### src/rtl/ballot_session_ctrl_pkg.sv
// Shared state encodings and defaults for the ballot session controller.
`default_nettype none

package ballot_ctrl_pkg;

  localparam int NUM_CAND_DEF = 4;

  typedef enum logic [2:0] {
    CLOSED  = 3'd0,
    IDLE    = 3'd1,
    ARMED   = 3'd2,
    COMMIT  = 3'd3,
    LOCKOUT = 3'd4
  } state_e;

  function automatic int max_int(input int a, input int b);
    return (a > b) ? a : b;
  endfunction

endpackage

`default_nettype wire

### src/rtl/ballot_session_ctrl_if.sv
// Bus bundle between officer/button front end (master) and the ballot controller (slave).
`default_nettype none

interface ballot_session_ctrl_if #(
  parameter int NUM_CAND = ballot_ctrl_pkg::NUM_CAND_DEF,
  parameter int CNT_W    = 8
);

  logic                session_open;
  logic                arm;
  logic [NUM_CAND-1:0] cand_valid;
  logic [NUM_CAND-1:0] vote_en;
  logic                vote_ack;
  logic                reject;
  logic                timeout;
  logic                ballot_armed;
  logic [2:0]          state;
  logic [CNT_W-1:0]    total_votes;
`ifdef REJECT_COUNT_EN
  logic [CNT_W-1:0]    reject_count;
`endif

  modport master (
    output session_open, arm, cand_valid,
`ifdef REJECT_COUNT_EN
    input  reject_count,
`endif
    input  vote_en, vote_ack, reject, timeout, ballot_armed, state, total_votes
  );

  modport slave (
    input  session_open, arm, cand_valid,
`ifdef REJECT_COUNT_EN
    output reject_count,
`endif
    output vote_en, vote_ack, reject, timeout, ballot_armed, state, total_votes
  );

endinterface

`default_nettype wire

### src/rtl/ballot_session_ctrl_enc.sv
// Classifies the candidate press vector: none, exactly one, multiple, plus binary index.
`default_nettype none

module cand_onehot_enc #(
  parameter int NUM_CAND = ballot_ctrl_pkg::NUM_CAND_DEF,
  parameter int IDX_W    = (NUM_CAND > 1) ? $clog2(NUM_CAND) : 1
) (
  input  logic [NUM_CAND-1:0] cand_valid_i,
  output logic                none_o,
  output logic                exactly_one_o,
  output logic                multi_o,
  output logic [IDX_W-1:0]    index_o
);

  logic [NUM_CAND-1:0] low_cleared;

  // Clearing the lowest set bit leaves something only if two or more bits were set.
  assign low_cleared   = cand_valid_i & (cand_valid_i - NUM_CAND'(1));
  assign none_o        = (cand_valid_i == '0);
  assign multi_o       = (low_cleared != '0);
  assign exactly_one_o = !none_o && !multi_o;

  always_comb begin
    index_o = '0;
    for (int i = 0; i < NUM_CAND; i++) begin
      if (cand_valid_i[i]) index_o = IDX_W'(i);
    end
  end

endmodule

`default_nettype wire

### src/rtl/ballot_session_ctrl.sv
// Arms one ballot, accepts exactly one candidate press, then locks out; rejects bad presses.
// Optional REJECT_COUNT_EN adds a saturating reject_count output.
`default_nettype none

module ballot_session_ctrl
  import ballot_ctrl_pkg::*;
#(
  parameter int NUM_CAND    = NUM_CAND_DEF,
  parameter int CNT_W       = 8,
  parameter int TIMEOUT_CYC = 1000,
  parameter int LOCKOUT_CYC = 10
) (
  input  logic                 clk,
  input  logic                 rst,
  ballot_session_ctrl_if.slave bus
);

  localparam int TMR_MAX = max_int(TIMEOUT_CYC, LOCKOUT_CYC);
  localparam int TMR_W   = (TMR_MAX > 1) ? $clog2(TMR_MAX) : 1;
  localparam int IDX_W   = (NUM_CAND > 1) ? $clog2(NUM_CAND) : 1;

  localparam logic [TMR_W-1:0] TMO_LOAD = TMR_W'(TIMEOUT_CYC - 1);
  localparam logic [TMR_W-1:0] LCK_LOAD = TMR_W'(LOCKOUT_CYC - 1);
  localparam logic [CNT_W-1:0] CNT_MAX  = '1;

  state_e              state_q, state_d;
  logic [TMR_W-1:0]    tmr_q, tmr_d;
  logic [NUM_CAND-1:0] vote_en_q, vote_en_d;
  logic                ack_q, ack_d;
  logic                reject_q, reject_d;
  logic                timeout_q, timeout_d;
  logic                armed_q, armed_d;
  logic [CNT_W-1:0]    total_q, total_d;

  logic                enc_none, enc_one, enc_multi;
  logic [IDX_W-1:0]    enc_index;

  cand_onehot_enc #(
    .NUM_CAND (NUM_CAND),
    .IDX_W    (IDX_W)
  ) u_enc (
    .cand_valid_i  (bus.cand_valid),
    .none_o        (enc_none),
    .exactly_one_o (enc_one),
    .multi_o       (enc_multi),
    .index_o       (enc_index)
  );

  always_comb begin
    state_d   = state_q;
    tmr_d     = tmr_q;
    vote_en_d = '0;
    ack_d     = 1'b0;
    reject_d  = 1'b0;
    timeout_d = 1'b0;
    total_d   = total_q;
    unique case (state_q)
      CLOSED: begin
        if (bus.session_open) state_d = IDLE;
      end
      IDLE: begin
        if (!bus.session_open) begin
          state_d = CLOSED;
        end else if (bus.arm) begin
          state_d = ARMED;
          tmr_d   = TMO_LOAD;
        end else if (!enc_none) begin
          reject_d = 1'b1;
        end
      end
      ARMED: begin
        if (!bus.session_open) begin
          state_d = CLOSED;
        end else if (enc_one) begin
          // The registered strobe doubles as the latched candidate for the COMMIT cycle.
          state_d   = COMMIT;
          vote_en_d = NUM_CAND'(1) << enc_index;
          ack_d     = 1'b1;
          if (total_q != CNT_MAX) total_d = total_q + CNT_W'(1);
        end else if (enc_multi) begin
          reject_d = 1'b1;
          if (tmr_q != '0) tmr_d = tmr_q - TMR_W'(1);
        end else if (tmr_q == '0) begin
          state_d   = IDLE;
          timeout_d = 1'b1;
        end else begin
          tmr_d = tmr_q - TMR_W'(1);
        end
      end
      COMMIT: begin
        state_d = LOCKOUT;
        tmr_d   = LCK_LOAD;
      end
      LOCKOUT: begin
        if (tmr_q == '0) begin
          state_d = bus.session_open ? IDLE : CLOSED;
        end else begin
          tmr_d = tmr_q - TMR_W'(1);
        end
      end
      default: state_d = CLOSED;
    endcase
    armed_d = (state_d == ARMED);
  end

  always_ff @(posedge clk or posedge rst) begin
    if (rst) begin
      state_q   <= CLOSED;
      tmr_q     <= '0;
      vote_en_q <= '0;
      ack_q     <= 1'b0;
      reject_q  <= 1'b0;
      timeout_q <= 1'b0;
      armed_q   <= 1'b0;
      total_q   <= '0;
    end else begin
      state_q   <= state_d;
      tmr_q     <= tmr_d;
      vote_en_q <= vote_en_d;
      ack_q     <= ack_d;
      reject_q  <= reject_d;
      timeout_q <= timeout_d;
      armed_q   <= armed_d;
      total_q   <= total_d;
    end
  end

`ifdef REJECT_COUNT_EN
  logic [CNT_W-1:0] rcnt_q, rcnt_d;

  always_comb begin
    rcnt_d = rcnt_q;
    if (reject_d && (rcnt_q != CNT_MAX)) rcnt_d = rcnt_q + CNT_W'(1);
  end

  always_ff @(posedge clk or posedge rst) begin
    if (rst) rcnt_q <= '0;
    else     rcnt_q <= rcnt_d;
  end

  assign bus.reject_count = rcnt_q;
`endif

  assign bus.vote_en      = vote_en_q;
  assign bus.vote_ack     = ack_q;
  assign bus.reject       = reject_q;
  assign bus.timeout      = timeout_q;
  assign bus.ballot_armed = armed_q;
  assign bus.state        = state_q;
  assign bus.total_votes  = total_q;

endmodule

`default_nettype wire

### src/flat_wrapper.sv
// flat-port wrapper written by rule: the top's interface ports become plain ports
module ballot_session_ctrl_flat import ballot_ctrl_pkg::*;
#(
  parameter int NUM_CAND    = NUM_CAND_DEF,
  parameter int CNT_W       = 8,
  parameter int TIMEOUT_CYC = 1000,
  parameter int LOCKOUT_CYC = 10
)
  (clk, rst, bus_session_open, bus_arm, bus_cand_valid, bus_vote_en, bus_vote_ack, bus_reject, bus_timeout, bus_ballot_armed, bus_state, bus_total_votes);
  ballot_session_ctrl_if #(.NUM_CAND(NUM_CAND), .CNT_W(CNT_W)) bus_i ();
  input  logic clk;
  input  logic rst;
  input wire logic [$bits(bus_i.session_open)-1:0] bus_session_open;
  input wire logic [$bits(bus_i.arm)-1:0] bus_arm;
  input wire logic [$bits(bus_i.cand_valid)-1:0] bus_cand_valid;
  output wire logic [$bits(bus_i.vote_en)-1:0] bus_vote_en;
  output wire logic [$bits(bus_i.vote_ack)-1:0] bus_vote_ack;
  output wire logic [$bits(bus_i.reject)-1:0] bus_reject;
  output wire logic [$bits(bus_i.timeout)-1:0] bus_timeout;
  output wire logic [$bits(bus_i.ballot_armed)-1:0] bus_ballot_armed;
  output wire logic [$bits(bus_i.state)-1:0] bus_state;
  output wire logic [$bits(bus_i.total_votes)-1:0] bus_total_votes;
  assign bus_i.session_open = bus_session_open;
  assign bus_i.arm = bus_arm;
  assign bus_i.cand_valid = bus_cand_valid;
  assign bus_vote_en = bus_i.vote_en;
  assign bus_vote_ack = bus_i.vote_ack;
  assign bus_reject = bus_i.reject;
  assign bus_timeout = bus_i.timeout;
  assign bus_ballot_armed = bus_i.ballot_armed;
  assign bus_state = bus_i.state;
  assign bus_total_votes = bus_i.total_votes;
  ballot_session_ctrl #(.NUM_CAND(NUM_CAND), .CNT_W(CNT_W), .TIMEOUT_CYC(TIMEOUT_CYC), .LOCKOUT_CYC(LOCKOUT_CYC)) u_core (.clk(clk), .rst(rst), .bus(bus_i));
endmodule
### config.mk
export PLATFORM = sky130hd
export DESIGN_NAME = ballot_session_ctrl_flat
export DESIGN_NICKNAME = d
export VERILOG_FILES = /design/src/rtl/ballot_session_ctrl_pkg.sv /design/src/rtl/ballot_session_ctrl_if.sv /design/src/rtl/ballot_session_ctrl_enc.sv /design/src/rtl/ballot_session_ctrl.sv /design/src/flat_wrapper.sv
export SDC_FILE = /design/constraint.sdc
export NUM_CORES = 1
export LEC_CHECK = 0
export BUFFER_PORTS_ARGS = -buffer_cell sky130_fd_sc_hd__buf_4
export CORE_ASPECT_RATIO = 0.9
export CORE_MARGIN = 4
export CORE_UTILIZATION = 25
export CTS_BUF_LIST = sky130_fd_sc_hd__clkbuf_4 sky130_fd_sc_hd__clkbuf_8 sky130_fd_sc_hd__clkbuf_16
export DETAILED_ROUTE_END_ITERATION = 12
export GPL_TIMING_DRIVEN = 0
export MAX_ROUTING_LAYER = met4
export PLACE_DENSITY = 0.46
export SLEW_MARGIN = 20
export SYNTH_ARGS = -nofsm -noshare
export SYNTH_HDL_FRONTEND = slang
export SYNTH_HIERARCHICAL = 1
export SYNTH_SLANG_ARGS = --single-unit
### constraint.sdc
create_clock -name clk -period 3.9 [get_ports clk]
set_input_delay 0.78 -clock clk [delete_from_list [all_inputs] [get_ports clk]]
set_output_delay 0.78 -clock clk [all_outputs]
set_load 0.02 [all_outputs]
==> reports/results.tsv <==
metric	value	unit
status	completed	
cts_root_buf	clkbuf_8	
seq_area_frac_synth	41.3	%
p_leak	0.960	nW
clock_latency	0.28	ns
die_h	87.6	um
grtUsageMet1	17.4	%
synthTopCellsByArea	dfrtp_1 (41%), xnor2_1 (3.0%), nand2_1 (2.8%), a21oi_1 (2.6%), buf_6 (2.6%)	
maxCapViolations	0	
syn_area	1760	um^2
wl_per_cell	13.8	um
antenna_found_initial	0	
synth.avg_cell_area	9.56	um^2
die_area	8440	um^2
max_freq	409	MHz
antennaDiodeCount	0	
area_delta_synth_final	23.3	%
crit_fanout	6	
tightest_slew	0.643	ns
grt_start_max_net_pins	30	
critPathSlowestCell	or4b_1	
ctsHoldBuffers	0	
htreeDepth	2	
synth_cells	184	
use_met3	2.15	%
grt_pass1_vias	1459	
worst_ir_drop_vdd	0.000270	V
hold_class	reg -> reg	
rr_endpoint	u_core/tmr_q[5]	
layout_commonest_cell	dfrtp_1	
ys.warnings.count	6	
drive_gt1_share	26.1	%
fin_crit	2.45	ns
cp_slowest_stage_delay	0.53	ns
maxSlewViolCount	0	
clk_pin_slew_worst_paths	0.06	ns
crit_buf_inv	1	
post_cts_buffers	0	
finalWeightedCongestion	0.768	
use_met2	16.0	%
port_buffers	26	
fillers	696	
synth_flop_cell	dfrtp_1	
syn-num-nets	194	
synth_cell_types	56	
path_delay_family	simple AND/OR/NAND/NOR gates	
nNetsFinal	227	
totalWireLength	4240	um
cts.path.max_buffers	2	
hold_viol_final	0	
num_io_pins	27	
vias	1434	
worst-path-stages	6	
path_class	in -> reg	
layout_common_cells	dfrtp_1 (29), buf_4 (26), nand2_1 (13), nor2_1 (10), a21oi_1 (9)	
core_area	6690	um^2
grt_busiest_layer	met1	
critPathCaptureType	flip-flop	
fp-row-count	28	
fin_setup_tns	0	ns
place.detailed.hpwl	3130	um
cp_cell_sequence	buf_4, or4b_1, o211ai_2, nand3_1, a31oi_1, mux2_1	
finalClockSkew	0.00889	ns
grt_use_total	12.0	%
power_density	682	nW/um^2
pre_cts_slack	1.17	ns
relSlewSlack	57.1	%
grt_pass1_wl	7590	um
period_share	62.7	%
cts.sinks	29	
drt-initial-drc-count	81	
cts_tree	built	
finalSetupViolations	0	
netlist.area_leader.share	41.3	%
worstSetupStartpoint	bus_cand_valid[3]	
worstPathArrival	2.61	ns
initial_utilization	26.3	%
required	4.07	ns
startpoint_type	primary input	
synth-async-reset-ratio	100	%
worstSetupEndpoint	u_core/bus.total_votes[1]	
grt_overflow	0	
dr.pass1.iters	4	
numCtsBuffers	5	
r2r_cells	8	
synth_edf_count	0	
synth-seq-cells	29	
cts_resized	0	
timing.final.ws_setup	1.45	ns
yosysTopAreaCell	dfrtp_1	
antenna_left	0	
rsz0062_at_grt	no	
drc	0	
reg2reg_setup_slack	1.88	ns
viasPerCell	4.66	
die_w	96.4	um
rr_startpoint	u_core/tmr_q[0]	
## flip-flops by register name (all words and copies together), names as in the netlist
name and flops:
u_core/tmr_q 10, u_core/bus.total_votes 8, u_core/bus.vote_en 4, u_core/bus.state 3, u_core/bus.ballot_armed 1, u_core/bus.reject 1
u_core/bus.timeout 1, u_core/bus.vote_ack 1
## synthesized netlist by cell type, types with 2 or more instances
master    instances
a21oi_2           2
buf_2             2
a21oi_1           9
xor2_1            2
nor2_1           10
o22ai_1           5
buf_6             4
o21ai_1           7
xnor2_1           6
o211ai_2          2
nor4_1            2
nor3b_1           2
nand2b_1          6
ha_1              2
o21a_1            3
a211oi_1          2
or3_1             2
a31oi_1           5
or4b_1            2
inv_1             9
and3_1            3
dfrtp_1          29
nor3_1            7
nand2_1          13
nand3_1           5
o21ai_0           2
and2_1            3
nand4_1           6
nor2b_1           5
## worst min path at each step
stage / slack, ns / cells after the start / startpoint / endpoint
after floorplan: 0.49 / 2 / u_core/tmr_q[9] / u_core/tmr_q[9]
after global placement: 0.49 / 1 / u_core/bus.total_votes[4] / u_core/bus.total_votes[4]
after detailed placement: 0.49 / 1 / u_core/bus.total_votes[4] / u_core/bus.total_votes[4]
after CTS: 0.50 / 1 / u_core/bus.total_votes[4] / u_core/bus.total_votes[4]
after global routing: 0.53 / 1 / u_core/bus.total_votes[4] / u_core/bus.total_votes[4]
final: 0.49 / 1 / u_core/bus.total_votes[4] / u_core/bus.total_votes[4]
## layout make-up
cell class                      instances  area [um^2]  share of cell area, %
Timing Repair Buffer                   26          195                   9.00
Inverter                               10         37.5                   1.73
Buffer                                  7         58.8                   2.71
Multi-Input combinational cell        138          937                   43.2
Sequential cell                        29          726                   33.5
Clock inverter                          1         5.00                  0.231
Clock buffer                            7         96.3                   4.44
Tap cell                               90          113                   5.19
## layer usage
metal  wire (um)  vias up
li1            -      738
met1        2220      672
met2        1840       18
met3         111        6
met4          69        0
met5           0        -
## stage by stage
step	power (W)	instances	utilization (%)	cell area, um^2	hold WS [ns]
CTS	0.00150	308	32.4	2170	0.501
finish	0.00148	308	32.4	2170	0.492
global placement	0.00122	300	30.9	2070	0.490
detailed placement	0.00121	300	30.9	2070	0.492
floorplan	0.00101	184	-	1760	0.486
global route	0.00161	308	32.4	2170	0.535
## report_power, final
group | switching (W) | internal (W)
Clock | 0.000118 | 0.000159
Sequential | 0.0000901 | 0.000377
Combinational | 0.000425 | 0.000311
## worst register-to-register path, cell delays in order, from the launching register on
cell	delay [ns]
dfrtp_1	0.41
inv_1	0.07
ha_1	0.20
nor3b_1	0.38
nand4_1	0.21
and2_1	0.22
buf_6	0.13
o22ai_1	0.16
a221o_1	0.16
## cell families after synthesis
logic type,Yosys count,synth area share (%)
and+or+nand+nor,79,27.4
AOI/OAI and AO/OA,48,19.8
DFF,29,41.3
buffers and inverters,17,5.48
xor gates and xnor gates,8,3.98
adders and majority gates,2,1.42
muxes,1,0.640
Note: power is estimated with default switching activity, not from simulation.
